$ cat config.mk
export PLATFORM = sky130hd
export DESIGN_NAME = render_dispatcher
export DESIGN_NICKNAME = d
export VERILOG_FILES = /design/src/rtl/render_dispatcher.sv
export SDC_FILE = /design/constraint.sdc
export NUM_CORES = 1
export LEC_CHECK = 0
export CORE_AREA = 2 2 268 270
export DETAILED_ROUTE_END_ITERATION = 10
export DIE_AREA = 0 0 270 272
export GPL_ROUTABILITY_DRIVEN = 1
export SKIP_LAST_GASP = 1
export SYNTH_ARGS = -nofsm -noshare
export SYNTH_HDL_FRONTEND = slang
export SYNTH_SLANG_ARGS = --single-unit
export TNS_END_PERCENT = 50
$ cat constraint.sdc
create_clock -name clk -period 7 [get_ports clk]
set_clock_uncertainty 0.15 [all_clocks]
set_input_delay 1.75 -clock clk [delete_from_list [all_inputs] [get_ports clk]]
set_output_delay 1.75 -clock clk [all_outputs]
set_load 0.005 [all_outputs]
$ cat src/rtl/render_dispatcher.sv
// Frame scheduler: clear fill, round-robin triangle dispatch, merged pixel output.
// Optional clear rectangle enabled by RENDER_DISPATCH_SCISSOR_EN.
module render_dispatcher #(
    parameter int WIDTH     = 320,
    parameter int HEIGHT    = 240,
    parameter int NUM_LANES = 2,
    parameter int TRI_W     = 144,
    parameter int LANE_W    = (NUM_LANES > 1) ? $clog2(NUM_LANES) : 1
) (
    input  logic                                 clk,
    input  logic                                 rst,
    input  logic                                 begin_frame,
    input  logic [11:0]                          fill_color,
`ifdef RENDER_DISPATCH_SCISSOR_EN
    input  logic [15:0]                          clear_x0,
    input  logic [15:0]                          clear_y0,
    input  logic [15:0]                          clear_x1,
    input  logic [15:0]                          clear_y1,
`endif
    input  logic [TRI_W-1:0]                     tri_in,
    input  logic                                 tri_valid,
    output logic                                 tri_ready,
    output logic [NUM_LANES-1:0][TRI_W-1:0]      lane_tri,
    output logic [NUM_LANES-1:0]                 lane_tri_valid,
    input  logic [NUM_LANES-1:0]                 lane_tri_ready,
    input  logic [NUM_LANES-1:0]                 lane_busy,
    input  logic [NUM_LANES-1:0][15:0]           lane_px_x,
    input  logic [NUM_LANES-1:0][15:0]           lane_px_y,
    input  logic [NUM_LANES-1:0][31:0]           lane_px_depth,
    input  logic [NUM_LANES-1:0][11:0]           lane_px_color,
    input  logic [NUM_LANES-1:0]                 lane_px_valid,
    output logic [NUM_LANES-1:0]                 lane_px_ready,
    output logic [15:0]                          out_pixel_x,
    output logic [15:0]                          out_pixel_y,
    output logic [31:0]                          out_depth,
    output logic [11:0]                          out_color,
    output logic                                 out_compare_depth,
    output logic                                 out_valid,
    input  logic                                 out_ready,
    output logic                                 busy,
    output logic                                 frame_overrun
);

    typedef enum logic [1:0] {IDLE, FILL, DRAW, DRAIN} state_t;

    localparam logic [15:0] XMAX = 16'(WIDTH - 1);
    localparam logic [15:0] YMAX = 16'(HEIGHT - 1);
    localparam logic [31:0] FAR_DEPTH = 32'h7FFF_FFFF;

    // First requester at or after ptr, wrapping around the lanes.
    function automatic logic [LANE_W-1:0] rr_pick(
        input logic [NUM_LANES-1:0] req,
        input logic [LANE_W-1:0]    ptr
    );
        logic [LANE_W-1:0] pick;
        int idx;
        pick = ptr;
        for (int k = NUM_LANES - 1; k >= 0; k--) begin
            idx = (int'(ptr) + k) % NUM_LANES;
            if (req[idx]) pick = LANE_W'(idx);
        end
        return pick;
    endfunction

    function automatic logic [LANE_W-1:0] rr_next(input logic [LANE_W-1:0] sel);
        return LANE_W'((int'(sel) + 1) % NUM_LANES);
    endfunction

    function automatic logic [NUM_LANES-1:0] onehot(input logic [LANE_W-1:0] sel);
        logic [NUM_LANES-1:0] v;
        v = '0;
        for (int i = 0; i < NUM_LANES; i++) begin
            if (int'(sel) == i) v[i] = 1'b1;
        end
        return v;
    endfunction

    state_t            state_q;
    logic              busy_q;
    logic              ovr_q;
    logic [11:0]       fcol_q;
    logic [15:0]       fx_q;
    logic [15:0]       fy_q;
    logic [15:0]       xs_q;
    logic [15:0]       xe_q;
    logic [15:0]       ye_q;
    logic              fdone_q;
    logic              ov_q;
    logic [15:0]       ox_q;
    logic [15:0]       oy_q;
    logic [31:0]       od_q;
    logic [11:0]       oc_q;
    logic              ocmp_q;
    logic [LANE_W-1:0] rr_tri_q;
    logic [LANE_W-1:0] rr_px_q;

    logic [15:0]       bx0;
    logic [15:0]       bx1;
    logic [15:0]       by0;
    logic [15:0]       by1;
    logic              bempty;

    always_comb begin
`ifdef RENDER_DISPATCH_SCISSOR_EN
        bx0    = clear_x0;
        by0    = clear_y0;
        bx1    = (clear_x1 > XMAX) ? XMAX : clear_x1;
        by1    = (clear_y1 > YMAX) ? YMAX : clear_y1;
        bempty = (clear_x1 < clear_x0) || (clear_y1 < clear_y0) ||
                 (clear_x0 > XMAX) || (clear_y0 > YMAX);
`else
        bx0    = 16'd0;
        by0    = 16'd0;
        bx1    = XMAX;
        by1    = YMAX;
        bempty = 1'b0;
`endif
    end

    logic [LANE_W-1:0] tri_sel;
    logic [LANE_W-1:0] px_sel;
    logic              can_load;
    logic              px_go;
    logic              drain_done;
    logic              start;
    logic              fill_last;
    logic              first_last;

    always_comb begin
        tri_sel        = rr_pick(lane_tri_ready, rr_tri_q);
        px_sel         = rr_pick(lane_px_valid, rr_px_q);
        tri_ready      = (state_q == DRAW) && (|lane_tri_ready);
        lane_tri_valid = (tri_valid && tri_ready) ? onehot(tri_sel) : '0;
        can_load       = !ov_q || out_ready;
        px_go          = ((state_q == DRAW) || (state_q == DRAIN)) &&
                         (|lane_px_valid) && can_load;
        lane_px_ready  = px_go ? onehot(px_sel) : '0;
        drain_done     = (state_q == DRAIN) && (lane_busy == '0) &&
                         (lane_px_valid == '0) && !ov_q;
        start          = ((state_q == IDLE) && begin_frame) || drain_done;
        fill_last      = (fx_q == xe_q) && (fy_q == ye_q);
        first_last     = (bx0 == bx1) && (by0 == by1);
    end

    assign lane_tri          = {NUM_LANES{tri_in}};
    assign out_pixel_x       = ox_q;
    assign out_pixel_y       = oy_q;
    assign out_depth         = od_q;
    assign out_color         = oc_q;
    assign out_compare_depth = ocmp_q;
    assign out_valid         = ov_q;
    assign busy              = busy_q;
    assign frame_overrun     = ovr_q;

    always_ff @(posedge clk or posedge rst) begin
        if (rst) begin
            state_q  <= IDLE;
            busy_q   <= 1'b0;
            ovr_q    <= 1'b0;
            fcol_q   <= '0;
            fx_q     <= '0;
            fy_q     <= '0;
            xs_q     <= '0;
            xe_q     <= '0;
            ye_q     <= '0;
            fdone_q  <= 1'b0;
            ov_q     <= 1'b0;
            ox_q     <= '0;
            oy_q     <= '0;
            od_q     <= '0;
            oc_q     <= '0;
            ocmp_q   <= 1'b0;
            rr_tri_q <= '0;
            rr_px_q  <= '0;
        end else begin
            ovr_q <= 1'b0;
            if (ov_q && out_ready) ov_q <= 1'b0;

            unique case (state_q)
                IDLE: ;
                FILL: begin
                    if (begin_frame) ovr_q <= 1'b1;
                    if (can_load) begin
                        if (fdone_q) begin
                            state_q <= DRAW;
                        end else begin
                            ov_q   <= 1'b1;
                            ox_q   <= fx_q;
                            oy_q   <= fy_q;
                            od_q   <= FAR_DEPTH;
                            oc_q   <= fcol_q;
                            ocmp_q <= 1'b0;
                            if (fill_last) begin
                                fdone_q <= 1'b1;
                            end else if (fx_q == xe_q) begin
                                fx_q <= xs_q;
                                fy_q <= fy_q + 16'd1;
                            end else begin
                                fx_q <= fx_q + 16'd1;
                            end
                        end
                    end
                end
                DRAW: begin
                    if (begin_frame) state_q <= DRAIN;
                    if (tri_valid && tri_ready) rr_tri_q <= rr_next(tri_sel);
                end
                DRAIN: begin
                    if (begin_frame) ovr_q <= 1'b1;
                end
            endcase

            if (px_go) begin
                ov_q    <= 1'b1;
                ox_q    <= lane_px_x[px_sel];
                oy_q    <= lane_px_y[px_sel];
                od_q    <= lane_px_depth[px_sel];
                oc_q    <= lane_px_color[px_sel];
                ocmp_q  <= 1'b1;
                rr_px_q <= rr_next(px_sel);
            end

            // The first fill pixel goes straight into the output register.
            if (start) begin
                state_q <= FILL;
                busy_q  <= 1'b1;
                fcol_q  <= fill_color;
                xs_q    <= bx0;
                xe_q    <= bx1;
                ye_q    <= by1;
                fdone_q <= bempty || first_last;
                if (bx0 == bx1) begin
                    fx_q <= bx0;
                    fy_q <= by0 + 16'd1;
                end else begin
                    fx_q <= bx0 + 16'd1;
                    fy_q <= by0;
                end
                if (!bempty) begin
                    ov_q   <= 1'b1;
                    ox_q   <= bx0;
                    oy_q   <= by0;
                    od_q   <= FAR_DEPTH;
                    oc_q   <= fill_color;
                    ocmp_q <= 1'b0;
                end
            end
        end
    end

endmodule

---- Word level (Yosys, flattened, before mapping) ----
Cells that the tools add are included.
W data, S select, Z words.
cells by class
  add/sub/neg operators ................... 6
  order comparisons ....................... 5
  equality and inequality tests ........... 11
  mux-type cells .......................... 83
  bitwise gates (word level) .............. 2
  reductions and logical operators ........ 32
operators with widths
  kind                     number
  $mux W16                 26
  $mux W32                 7
  $mux W12                 7
  $mux W1                  36
  $add A16 B1 Y16 const B  2
  $eq A16 B8 Y1            1
  $eq A16 B9 Y1            1
  $mux W2                  6
  $logic_and A1 B1 Y1      10
  $ne A3 B3 Y1 const B     3
  $reduce_bool A3 Y1       3
  $reduce_and A4 Y1        2
  $logic_not A2 Y1         3
  $lt A1 B2 Y1 const B     3
  $lt A2 B3 Y1 const B     2
  $reduce_bool A2 Y1       3
  $reduce_or A2 Y1         3
  $reduce_and A5 Y1        1
  $add A1 B1 Y1 const B    4
  $eq A2 B2 Y1 const B     2
  $pmux W2 S2              1
  $reduce_and A2 Y1        2
  $logic_or A1 B1 Y1       3
  $ne A3 B1 Y1 const B     1
  other kinds (6)          7
storage, ports and cells
  flip-flop bits (word level) ............. 130
  input port bits ......................... 319
  output and inout port bits .............. 373
  word-level logic and storage cells ...... 155

---- Longest topological paths before layout ----
Gate-level depths: netlist of the first run.
  depth in word-level cells ............... 11
  mapped depth ............................ 8
  mapped depth without buffers ............ 6

---- Worst setup path after synthesis of the first run ----
OpenSTA, ideal clock, no wires.
  path type ............................... in2out
  from .................................... in lane_px_valid[1]
  to ...................................... out lane_px_ready[1]
  arrival time ............................ 2.823 ns
  required time ........................... 5.100 ns
  setup slack ............................. 2.277 ns
  stages .................................. 5
  buffers on the path ..................... 2
  cells stage by stage .................... nand2b_1 -> a21oi_1 -> clkbuf_1 -> clkbuf_1 -> nor2_1
between the ends
  cells in the longest elaborated chain, start to end .. 7
  elaborated cells on any way between the ends .. 12
  classes of those cells .................. 9 x mux; 3 x reduce/logical
RTL lines
  item                                         RTL line  text
  start, declared                              31        input logic [NUM_LANES-1:0] lane_px_valid,
  $mux W1 (not written as such) (3 in series)  60        if (req[idx]) pick = LANE_W'(idx);
  $mux W1 (2 in series)                        60
  $mux W1                                      73        if (int'(sel) == i) v[i] = 1'b1;
  $mux W2 *                                    137       lane_px_ready = px_go ? onehot(px_sel) : '0;
  end, declared                                32        output logic [NUM_LANES-1:0] lane_px_ready,
Every way passes the cells marked *; elsewhere a longest branch is shown, timed or not. The select of a mux whose other input is x is not followed.

---- Final worst setup path of the first run ----
Ends and elaborated chain as after synthesis.

==> summary.json, run 1 <==
{
  "status": {"value": "completed"},
  "netlist_top_cells_area": {"value": "dfrtp_1 35%, buf_4 24%, nand2_1 12%"},
  "grt_pass1_wl": {"value": 60200, "unit": "um"},
  "setup.worst_path.end_class": {"value": "primary output"},
  "tritoncts": {"value": "yes"},
  "vias_per_cell": {"value": 3.72},
  "post_dp_cell_area": {"value": 10700, "unit": "sq um"},
  "worstSkewPairLatency": {"value": 0.45, "unit": "ns"},
  "power": {"value": 0.00277, "unit": "W"},
  "drc": {"value": 0},
  "synth-edff-count": {"value": 0},
  "via_count": {"value": 7658},
  "dieHeight": {"value": 272, "unit": "um"},
  "drt_pre_antenna_iters": {"value": 5},
  "drv_slew": {"value": 0},
  "wl_per_cell": {"value": 21.4, "unit": "um"},
  "ios": {"value": 692},
  "routed_wl": {"value": 44100, "unit": "um"},
  "clk_pin_slew": {"value": 0.07, "unit": "ns"},
  "total_cts_buffers": {"value": 17},
  "finish.utilization": {"value": 15.9, "unit": "%"},
  "clk_root_buffer_cell": {"value": "clkbuf_16"},
  "timing.final.setup_violations": {"value": 0},
  "ant_nets": {"value": 0},
  "max-clock-path-buffers": {"value": 2},
  "grt_max_degree": {"value": 71},
  "worst-r2r-setup-slack": {"value": 3.65, "unit": "ns"},
  "post_cts_hold_buffer_count": {"value": 0},
  "min_path_type": {"value": "register to register"},
  "path_max_fanout": {"value": 21},
  "report.final.hold_viol_count": {"value": 0},
  "cts-htree-levels": {"value": 4},
  "dr.first_iter.drc_count": {"value": 477},
  "postCtsSetupBuffers": {"value": 0},
  "place_hpwl": {"value": 35000, "unit": "um"},
  "place.port_buffers": {"value": 259},
  "yosysSeqAreaShare": {"value": 35.4, "unit": "%"},
  "rows": {"value": 98},
  "chipWidth": {"value": 270, "unit": "um"},
  "powerDensity": {"value": 246, "unit": "nW/um^2"},
  "fin_area": {"value": 11300, "unit": "sq um"},
  "fp.coreArea": {"value": 70800, "unit": "sq um"},
  "rsz0062_at_grt": {"value": "false"},
  "fraction_of_final_layout_cells_with_drive_strength_greater_than_1": {"value": 5.96, "unit": "%"},
  "timing.critical_path.arrival": {"value": 3.99, "unit": "ns"},
  "cp-start-kind": {"value": "primary input"},
  "ys_warn_count": {"value": 0},
  "maxClockFrequency": {"value": 0.170, "unit": "GHz"},
  "synth-main-ff-cell": {"value": "dfrtp_1"},
  "worst_pin_slew": {"value": 1.05, "unit": "ns"},
  "timing.slew.headroom": {"value": 28.9, "unit": "%"},
  "number_of_antenna_violations_at_the_first_check_in_global_routing": {"value": 6},
  "number_of_global_route_vias_before_repair": {"value": 7483},
  "post_cts.resized_instances": {"value": 0},
  "finalCritPeriodShare": {"value": 84.1, "unit": "%"},
  "globalRouteTotalUtil": {"value": 11.8, "unit": "%"},
  "clkSinkCount": {"value": 129},
  "flow.area_growth_from_synthesis": {"value": 23.6, "unit": "%"},
  "cp.required": {"value": 5.10, "unit": "ns"},
  "synthDistinctLibCells": {"value": 55},
  "fin_setup_tns": {"value": 0, "unit": "ns"},
  "postSynthNetCount": {"value": 1474},
  "timing.max_cap.violations": {"value": 0},
  "syn-cell-area": {"value": 9110, "unit": "sq um"},
  "die_area": {"value": 73400, "unit": "sq um"},
  "synth_seq_cells": {"value": 129},
  "asyncSetResetFlopFracSynth": {"value": 100, "unit": "%"},
  "ys_top_cells_by_count": {"value": "289 x buf_4, 282 x nand2_1, 129 x dfrtp_1"},
  "place.gp.congestion": {"value": 0.818},
  "initial_utilization": {"value": 12.9, "unit": "%"},
  "leakage": {"value": 4.37, "unit": "nW"},
  "timing.setup.critical_path_class": {"value": "primary input to primary output"},
  "grt.overflow.total": {"value": 0},
  "vdd_drop_max": {"value": 165, "unit": "uV"},
  "post_synth.cell_area_avg": {"value": 7.90, "unit": "sq um"},
  "nets": {"value": 1415},
  "timing.final.crit_period": {"value": 5.89, "unit": "ns"},
  "post_synth_inst_count": {"value": 1153},
  "synth_largest_area_cell": {"value": "dfrtp_1"},
  "post-synth-top-count-cell": {"value": "buf_4"},
  "synth_top_area_share": {"value": 35.4, "unit": "%"}
}
[where the power goes]
| part | internal [W] | switching, W |
|---|---|---|
| sequential | 0.000848 | 0.0000843 |
| clock | 0.000539 | 0.000435 |
| combinational | 0.000362 | 0.000502 |
[flip-flops by register name, indices dropped and copies added, names as in the netlist]
signal             cells
rr_px_q                1
fx_q                  16
xe_q                   1
out_pixel_y           16
out_depth             32
out_compare_depth      1
rr_tri_q               1
state_q                2
fcol_q                12
frame_overrun          1
out_color             12
fy_q                  16
out_pixel_x           16
out_valid              1
fdone_q                1
[layer usage]
| layer | track usage, % | vias to the layer above | share of wire, % |
|---|---|---|---|
| li1 | - | 3507 | - |
| met3 | 7.67 | 59 | 13 |
| met4 | 4.14 | 8 | 2.9 |
| met1 | 12.1 | 3547 | 36 |
| met2 | 19.1 | 537 | 47 |
| met5 | 1.54 | - | 0.44 |
[placed cells by master (no fill, tap or decap), types with 3 or more instances in the layout]
cell type,Yosys,final
o211ai_1,6,6
or3_1,4,4
and4_1,4,4
nor4_1,8,8
clkdlybuf4s50_1,0,259
nor2_1,55,54
a31oi_1,46,45
o22a_1,13,13
mux2i_1,6,6
inv_1,9,8
o21a_1,3,3
a211oi_1,4,4
a22o_1,3,3
and3_1,32,32
nor3b_1,3,3
o2111ai_1,3,3
dfrtp_1,129,129
clkbuf_16,0,17
a21oi_1,14,13
o21ai_0,19,19
nand2b_1,6,5
a311oi_1,12,12
or4_1,15,15
nand2_1,282,281
nand3_1,61,60
nor2b_1,3,3
nand4_1,12,12
o22ai_1,3,3
inv_6,0,8
o31ai_1,9,9
buf_4,289,16
nor3_1,6,6
[final cells by class]
type,count,area (sq um)
fillers,8078,59500
multi-input cells,661,3470
flip-flops and latches,129,3230
repair buffers,276,2730
well taps,950,1190
clock buffers,18,429
clock inverters,14,168
inverters,9,38.8
diodes,2,5.00
[through the flow]
step / instances / worst slack (ns) / hold WS, ns
floorplan: 1153 / 1.66 / 0.291
global placement: 2025 / 1.05 / 0.304
detailed placement: 2025 / 1.05 / 0.309
CTS: 2057 / 1.03 / 0.327
global route: 2058 / 0.919 / 0.349
finish: 2059 / 1.11 / 0.327
[final timing paths]
kind / startpoint / end / depth (start not counted)
setup / recovery: lane_px_valid[1] / lane_px_ready[1] / 5
hold reg to reg: fcol_q[8] / fcol_q[8] / 2
setup reg to reg: state_q[1] / out_depth[7] / 7
hold / removal: fcol_q[8] / fcol_q[8] / 2
min in group asynchronous: rst / out_depth[10] / 2
max in group asynchronous: rst / out_pixel_y[5] / 3
[logic make-up (layout without fill, tap and decap cells)]
logic type                 Yosys count  count (layout)  share of synthesized area (%)
muxes                                7               7                          0.783
AOI/OAI and AO/OA                  149             149                           11.3
adders and majority gates            2               2                          0.275
and+or+nand+nor                    502             502                           25.0
DFF                                129             129                           35.4
xor gates and xnor gates             1               1                         0.0962
buffers and inverters              363             317                           27.1
other                                0               2                              0
[critical path, cell delays in order]
cell and delay, ns:
clkdlybuf4s50_1 0.52, o21ai_0 0.20, nand2b_2 0.49, nor2_1 0.38, clkdlybuf4s50_1 0.65
(Power assumes the default switching activity.)
==> run 2, diff against run 1 <==
==> constraint.sdc (replaced) <==
create_clock -name clk -period 5.07 [get_ports clk]
set_clock_uncertainty 0.15 [all_clocks]
set_input_delay 1.2675 -clock clk [delete_from_list [all_inputs] [get_ports clk]]
set_output_delay 1.2675 -clock clk [all_outputs]
set_load 0.005 [all_outputs]
==> summary.json, run 2 (synthesized netlist as in run 1, its figures left out) <==
{
  "total_cts_buffers": {"value": 17, "change": "unchanged"},
  "drv_slew": {"value": 0, "change": "unchanged"},
  "path_max_fanout": {"value": 4, "change": "-81%"},
  "clk_pin_slew": {"value": 0.08, "unit": "ns", "change": "about the same"},
  "routed-wl-met3": {"value": 5520, "unit": "um", "change": "-6.6%"},
  "max-clock-path-buffers": {"value": 2, "change": "unchanged"},
  "chipWidth": {"value": 270, "unit": "um", "change": "unchanged"},
  "fp.coreArea": {"value": 70800, "unit": "sq um", "change": "unchanged"},
  "report.final.hold_viol_count": {"value": 0, "change": "unchanged"},
  "worstSkewPairLatency": {"value": 0.45, "unit": "ns", "change": "about the same"},
  "clkSinkCount": {"value": 129, "change": "unchanged"},
  "cp-start-kind": {"value": "primary input"},
  "maxClockFrequency": {"value": 0.220, "unit": "GHz"},
  "clk_root_buffer_cell": {"value": "clkbuf_16"},
  "vias_per_cell": {"value": 3.77, "change": "+1.4%"},
  "finalCritPeriodShare": {"value": 89.6, "unit": "%"},
  "critical_path.endpoint": {"value": "lane_px_ready[1]"},
  "vdd_drop_max": {"value": 193, "unit": "uV", "change": "+17%"},
  "worst-r2r-setup-slack": {"value": 1.98, "unit": "ns", "change": "-1.67 ns"},
  "antennaDiodeCount": {"value": 0, "change": "-2"},
  "rsz0062_at_grt": {"value": "false"},
  "routed-wl-met2": {"value": 20700, "unit": "um", "change": "-0.91%"},
  "fraction_of_final_layout_cells_with_drive_strength_greater_than_1": {"value": 6.31, "unit": "%", "change": "+0.34 points"},
  "globalRouteTotalUtil": {"value": 11.6, "unit": "%", "change": "-0.14 points"},
  "fin_setup_tns": {"value": 0, "unit": "ns", "change": "unchanged"},
  "setup.worst_path.end_class": {"value": "primary output"},
  "routed_wl": {"value": 43600, "unit": "um", "change": "-1.2%"},
  "initial_utilization": {"value": 12.9, "unit": "%", "change": "unchanged"},
  "worstReg2RegEnd": {"value": "fy_q[2]"},
  "drt_pre_antenna_iters": {"value": 5, "change": "unchanged"},
  "ff2ff_path_depth": {"value": 6, "change": "-1"},
  "worst_pin_slew": {"value": 0.998, "unit": "ns", "change": "-0.0531 ns"},
  "grt_pass1_wl": {"value": 59900, "unit": "um", "change": "-0.40%"},
  "postCtsSetupBuffers": {"value": 0, "change": "unchanged"},
  "timing.slew.headroom": {"value": 33.4, "unit": "%", "change": "+4.5 points"},
  "leakage": {"value": 4.39, "unit": "nW", "change": "+0.56%"},
  "cts-htree-levels": {"value": 4, "change": "unchanged"},
  "number_of_antenna_violations_at_the_first_check_in_global_routing": {"value": 3, "change": "-3"},
  "final.fill_count": {"value": 8032, "change": "-0.57%"},
  "top_layer_used": {"value": "met5"},
  "hold_slack_final": {"value": 0.323, "unit": "ns", "change": "-0.00368 ns"},
  "post_cts_hold_buffer_count": {"value": 0, "change": "unchanged"},
  "timing.final.setup_violations": {"value": 0, "change": "unchanged"},
  "layout_common_cells": {"value": "281 x nand2_1, 259 x clkdlybuf4s50_1, 129 x dfrtp_1"},
  "number_of_flip_flops_under_the_largest_register_name": {"value": 32, "change": "unchanged"},
  "number_of_global_route_vias_before_repair": {"value": 7662, "change": "+2.4%"},
  "timing.final.crit_period": {"value": 4.54, "unit": "ns"},
  "fin_area": {"value": 11300, "unit": "sq um", "change": "+0.14%"},
  "min_path_type": {"value": "register to register"},
  "grt_max_degree": {"value": 83, "change": "+17%"},
  "wl_per_cell": {"value": 21.2, "unit": "um", "change": "-1.2%"},
  "die_area": {"value": 73400, "unit": "sq um", "change": "unchanged"},
  "timing.setup.critical_path_class": {"value": "primary input to primary output"},
  "layout_commonest_cell": {"value": "nand2_1"},
  "post_cts.resized_instances": {"value": 0, "change": "unchanged"},
  "r2r-start": {"value": "state_q[0]"},
  "post_dp_cell_area": {"value": 10700, "unit": "sq um", "change": "+0.21%"},
  "worstPathCellList": {"value": "clkdlybuf4s50_1, o21ai_0, nand2b_2, nor2_1, clkdlybuf4s50_1"},
  "power": {"value": 0.00385, "unit": "W", "change": "+39%"},
  "cpMostUsedCell": {"value": "clkdlybuf4s50_1"},
  "grt.overflow.total": {"value": 0, "change": "unchanged"},
  "worstSetupStartpoint": {"value": "lane_px_valid[1]"},
  "place.port_buffers": {"value": 259, "change": "unchanged"},
  "ant_nets": {"value": 0, "change": "unchanged"},
  "rows": {"value": 98, "change": "unchanged"},
  "status": {"value": "completed"},
  "place_hpwl": {"value": 34500, "unit": "um", "change": "-1.4%"},
  "dieHeight": {"value": 272, "unit": "um", "change": "unchanged"},
  "place.gp.congestion": {"value": 0.825, "change": "+0.93%"},
  "drt-met1-wl": {"value": 16200, "unit": "um", "change": "+2.5%"},
  "flow.area_growth_from_synthesis": {"value": 23.8, "unit": "%"},
  "timing.critical_path.arrival": {"value": 3.12, "unit": "ns", "change": "-0.87 ns"},
  "powerDensity": {"value": 341, "unit": "nW/um^2", "change": "+39%"},
  "cp.required": {"value": 3.65, "unit": "ns", "change": "-1.45 ns"},
  "ios": {"value": 692, "change": "unchanged"},
  "timing.critical_path.slowest_stage_cell": {"value": "clkdlybuf4s50_1"},
  "timing.max_cap.violations": {"value": 0, "change": "unchanged"},
  "drc": {"value": 0, "change": "unchanged"},
  "via_count": {"value": 7767, "change": "+1.4%"},
  "critical_path.max_stage_delay": {"value": 0.65, "unit": "ns", "change": "about the same"},
  "dr.first_iter.drc_count": {"value": 488, "change": "+2.3%"},
  "tritoncts": {"value": "yes"},
  "nets": {"value": 1418, "change": "+0.21%"}
}
[run 2: power breakdown]
part,leakage (nW),switching (W),internal [W]
combinational,2.53,0.000706,0.000504
sequential,1.57,0.000119,0.00117
clock,0.293,0.000604,0.000741
total,4.39,0.00143,0.00242
[run 2: worst min path at each step]
stage / cells after the start / endpoint / slack, ns / start
6_report: 2 / fcol_q[11] / 0.32 / fcol_q[11]
3_5_place_dp: 2 / fcol_q[3] / 0.31 / fcol_q[3]
4_1_cts: 2 / fcol_q[3] / 0.32 / fcol_q[3]
2_1_floorplan: 2 / fcol_q[0] / 0.29 / fcol_q[0]
3_3_place_gp: 2 / fcol_q[11] / 0.30 / fcol_q[11]
5_1_grt: 2 / fcol_q[0] / 0.34 / fcol_q[0]
[run 2: per-stage QoR]
step,setup slack [ns],std cells,utilization (%)
floorplan,0.212,1153,-
global placement,0.414,2028,15.1
detailed placement,0.458,2028,15.1
CTS,0.435,2060,15.9
global route,0.302,2060,15.9
finish,0.529,2060,15.9
[run 2: metal layers]
layer / track usage (%) / vias up
met5: 1.67 / -
li1: - / 3507
met3: 7.04 / 53
met2: 19.1 / 538
met1: 12.4 / 3661
met4: 3.33 / 8
[run 2: final cells by class]
type                    instances  area, sq um  share of cell area, %
clock inverters                15          170                   1.51
repair buffers                279         2760                   24.4
multi-input cells             661         3470                   30.8
inverters                       9         38.8                  0.344
well taps                     950         1190                   10.5
clock buffers                  17          425                   3.77
flip-flops and latches        129         3230                   28.6
[run 2: critical path, delay by kind of cell]
kind | cells | cell delay [ns]
and+or+nand+nor | 2 | 0.49
buffers and inverters | 2 | 1.16
AOI/OAI and AO/OA | 1 | 0.21
==> run 3, diff against run 2 <==
--- a/config.mk
+++ b/config.mk
@@ -9,6 +9,7 @@
 export DETAILED_ROUTE_END_ITERATION = 10
 export DIE_AREA = 0 0 270 272
 export GPL_ROUTABILITY_DRIVEN = 1
+export PLACE_DENSITY_LB_ADDON = 0.2
 export SKIP_LAST_GASP = 1
 export SYNTH_ARGS = -nofsm -noshare
 export SYNTH_HDL_FRONTEND = slang
==> summary.json, run 3 (synthesized netlist as in run 1, its figures left out) <==
{
  "drt_pre_antenna_iters": {"value": 5, "change": "unchanged"},
  "critical_path.endpoint": {"value": "lane_px_ready[0]"},
  "wl_per_cell": {"value": 20.9, "unit": "um", "change": "-1.2%"},
  "tritoncts": {"value": "yes"},
  "vdd_drop_max": {"value": 244, "unit": "uV", "change": "+27%"},
  "ant_nets": {"value": 0, "change": "unchanged"},
  "drc": {"value": 0, "change": "unchanged"},
  "cts-htree-levels": {"value": 4, "change": "unchanged"},
  "clkSinkCount": {"value": 129, "change": "unchanged"},
  "total_cts_buffers": {"value": 17, "change": "unchanged"},
  "timing.setup.critical_path_class": {"value": "primary input to primary output"},
  "clk_root_buffer_cell": {"value": "clkbuf_16"},
  "r2r-start": {"value": "state_q[0]"},
  "hold_slack_final": {"value": 0.320, "unit": "ns", "change": "-0.00281 ns"},
  "drv_slew": {"value": 0, "change": "unchanged"},
  "grt.overflow.total": {"value": 0, "change": "unchanged"},
  "number_of_antenna_violations_at_the_first_check_in_global_routing": {"value": 0, "change": "-3"},
  "grt_pass1_wl": {"value": 60200, "unit": "um", "change": "+0.50%"},
  "rsz0062_at_grt": {"value": "false"},
  "post_cts_hold_buffer_count": {"value": 0, "change": "unchanged"},
  "powerDensity": {"value": 338, "unit": "nW/um^2", "change": "-0.97%"},
  "antennaDiodeCount": {"value": 0, "change": "unchanged"},
  "fraction_of_final_layout_cells_with_drive_strength_greater_than_1": {"value": 6.05, "unit": "%", "change": "-0.25 points"},
  "ios": {"value": 692, "change": "unchanged"},
  "grt_max_degree": {"value": 63, "change": "-24%"},
  "finalCritPeriodShare": {"value": 87.5, "unit": "%", "change": "-2.1 points"},
  "timing.final.setup_violations": {"value": 0, "change": "unchanged"},
  "final.fill_count": {"value": 8095, "change": "+0.78%"},
  "cp.required": {"value": 3.65, "unit": "ns", "change": "about the same"},
  "fp.coreArea": {"value": 70800, "unit": "sq um", "change": "unchanged"},
  "fin_area": {"value": 11300, "unit": "sq um", "change": "about the same"},
  "status": {"value": "completed"},
  "maxClockFrequency": {"value": 0.225, "unit": "GHz", "change": "+2.4%"},
  "finish.utilization": {"value": 15.9, "unit": "%", "change": "about the same"},
  "number_of_global_route_vias_before_repair": {"value": 7952, "change": "+3.8%"},
  "rows": {"value": 98, "change": "unchanged"},
  "timing.slew.headroom": {"value": 31.6, "unit": "%", "change": "-1.8 points"},
  "timing.final.crit_period": {"value": 4.44, "unit": "ns", "change": "-0.105 ns"},
  "ff2ff_path_depth": {"value": 5, "change": "-1"},
  "place.port_buffers": {"value": 259, "change": "unchanged"},
  "worstReg2RegEnd": {"value": "fy_q[2]"},
  "worstSkewPairLatency": {"value": 0.47, "unit": "ns", "change": "+0.02 ns"},
  "vias_per_cell": {"value": 3.73, "change": "-1.0%"},
  "max-clock-path-buffers": {"value": 2, "change": "unchanged"},
  "path_max_fanout": {"value": 16, "change": "+12"},
  "nets": {"value": 1415, "change": "-0.21%"},
  "die_area": {"value": 73400, "unit": "sq um", "change": "unchanged"},
  "leakage": {"value": 4.37, "unit": "nW", "change": "-0.55%"},
  "post_dp_cell_area": {"value": 10700, "unit": "sq um", "change": "about the same"},
  "layout_commonest_cell": {"value": "nand2_1"},
  "setup.worst_path.end_class": {"value": "primary output"},
  "via_count": {"value": 7677, "change": "-1.2%"},
  "place.gp.congestion": {"value": 0.767, "change": "-7.1%"},
  "layout.area.seq": {"value": 3230, "unit": "sq um", "change": "unchanged"},
  "report.final.hold_viol_count": {"value": 0, "change": "unchanged"},
  "dr.first_iter.drc_count": {"value": 293, "change": "-40%"},
  "globalRouteTotalUtil": {"value": 11.5, "unit": "%", "change": "-0.12 points"},
  "fin_setup_tns": {"value": 0, "unit": "ns", "change": "unchanged"},
  "min_path_type": {"value": "register to register"},
  "timing.critical_path.arrival": {"value": 3.02, "unit": "ns", "change": "-0.10 ns"},
  "chipWidth": {"value": 270, "unit": "um", "change": "unchanged"},
  "flow.area_growth_from_synthesis": {"value": 23.7, "unit": "%", "change": "about the same"},
  "number_of_flip_flops_under_the_largest_register_name": {"value": 32, "change": "unchanged"},
  "initial_utilization": {"value": 12.9, "unit": "%", "change": "unchanged"},
  "multi_input_area": {"value": 3480, "unit": "sq um", "change": "+0.22%"},
  "timing.max_cap.violations": {"value": 0, "change": "unchanged"},
  "post_cts.resized_instances": {"value": 0, "change": "unchanged"},
  "worst_pin_slew": {"value": 1.03, "unit": "ns", "change": "+0.0269 ns"},
  "place_hpwl": {"value": 32800, "unit": "um", "change": "-4.8%"},
  "worstSetupStartpoint": {"value": "lane_px_valid[1]"},
  "layout_common_cells": {"value": "281 x nand2_1, 259 x clkdlybuf4s50_1, 129 x dfrtp_1"},
  "postCtsSetupBuffers": {"value": 0, "change": "unchanged"},
  "clk_pin_slew": {"value": 0.06, "unit": "ns", "change": "-0.02 ns"},
  "dieHeight": {"value": 272, "unit": "um", "change": "unchanged"},
  "worst-r2r-setup-slack": {"value": 1.95, "unit": "ns", "change": "-0.03 ns"},
  "cp-start-kind": {"value": "primary input"},
  "routed_wl": {"value": 43000, "unit": "um", "change": "-1.3%"}
}
## run 3: critical path, cell delays in order
cell             delay [ns]
clkdlybuf4s50_1        0.44
nand2b_1               0.22
a21o_4                 0.32
nor2_1                 0.13
clkdlybuf4s50_1        0.63
## run 3: cell type report
class                           count  area share [%]
Multi-Input combinational cell    661            30.9
Sequential cell                   129            28.7
Timing Repair Buffer              276            24.4
Tap cell                          950            10.6
Clock buffer                       18            3.90
Clock inverter                     14            1.31
Inverter                            9           0.344
## run 3: metal layers
metal,global-route usage (%),wire (um)
met4,4.14,1140
met3,6.90,4780
met1,12.4,17000
met5,3.34,226
met2,18.3,19900
## run 3: how the worst min path moves through the flow
stage | startpoint | endpoint | slack, ns | cells after the start
6_report | fcol_q[2] | fcol_q[2] | 0.32 | 2
4_1_cts | fcol_q[3] | fcol_q[3] | 0.32 | 2
3_5_place_dp | fcol_q[3] | fcol_q[3] | 0.31 | 2
5_1_grt | fcol_q[11] | fcol_q[11] | 0.35 | 2
3_3_place_gp | fcol_q[11] | fcol_q[11] | 0.30 | 2
2_1_floorplan | fcol_q[0] | fcol_q[0] | 0.29 | 2
## run 3: power breakdown
part           switching, W  internal (W)
sequential         0.000118       0.00117
clock              0.000600      0.000704
combinational      0.000707      0.000505
total               0.00142       0.00238
## run 3: stage by stage
step / setup slack [ns] / instances / power (W)
2_1_floorplan: 0.212 / 1153 / 0.00211
3_3_place_gp: 0.612 / 2025 / 0.00257
3_5_place_dp: 0.637 / 2025 / 0.00257
4_1_cts: 0.621 / 2057 / 0.00395
5_1_grt: 0.557 / 2057 / 0.00408
6_report: 0.634 / 2057 / 0.00380
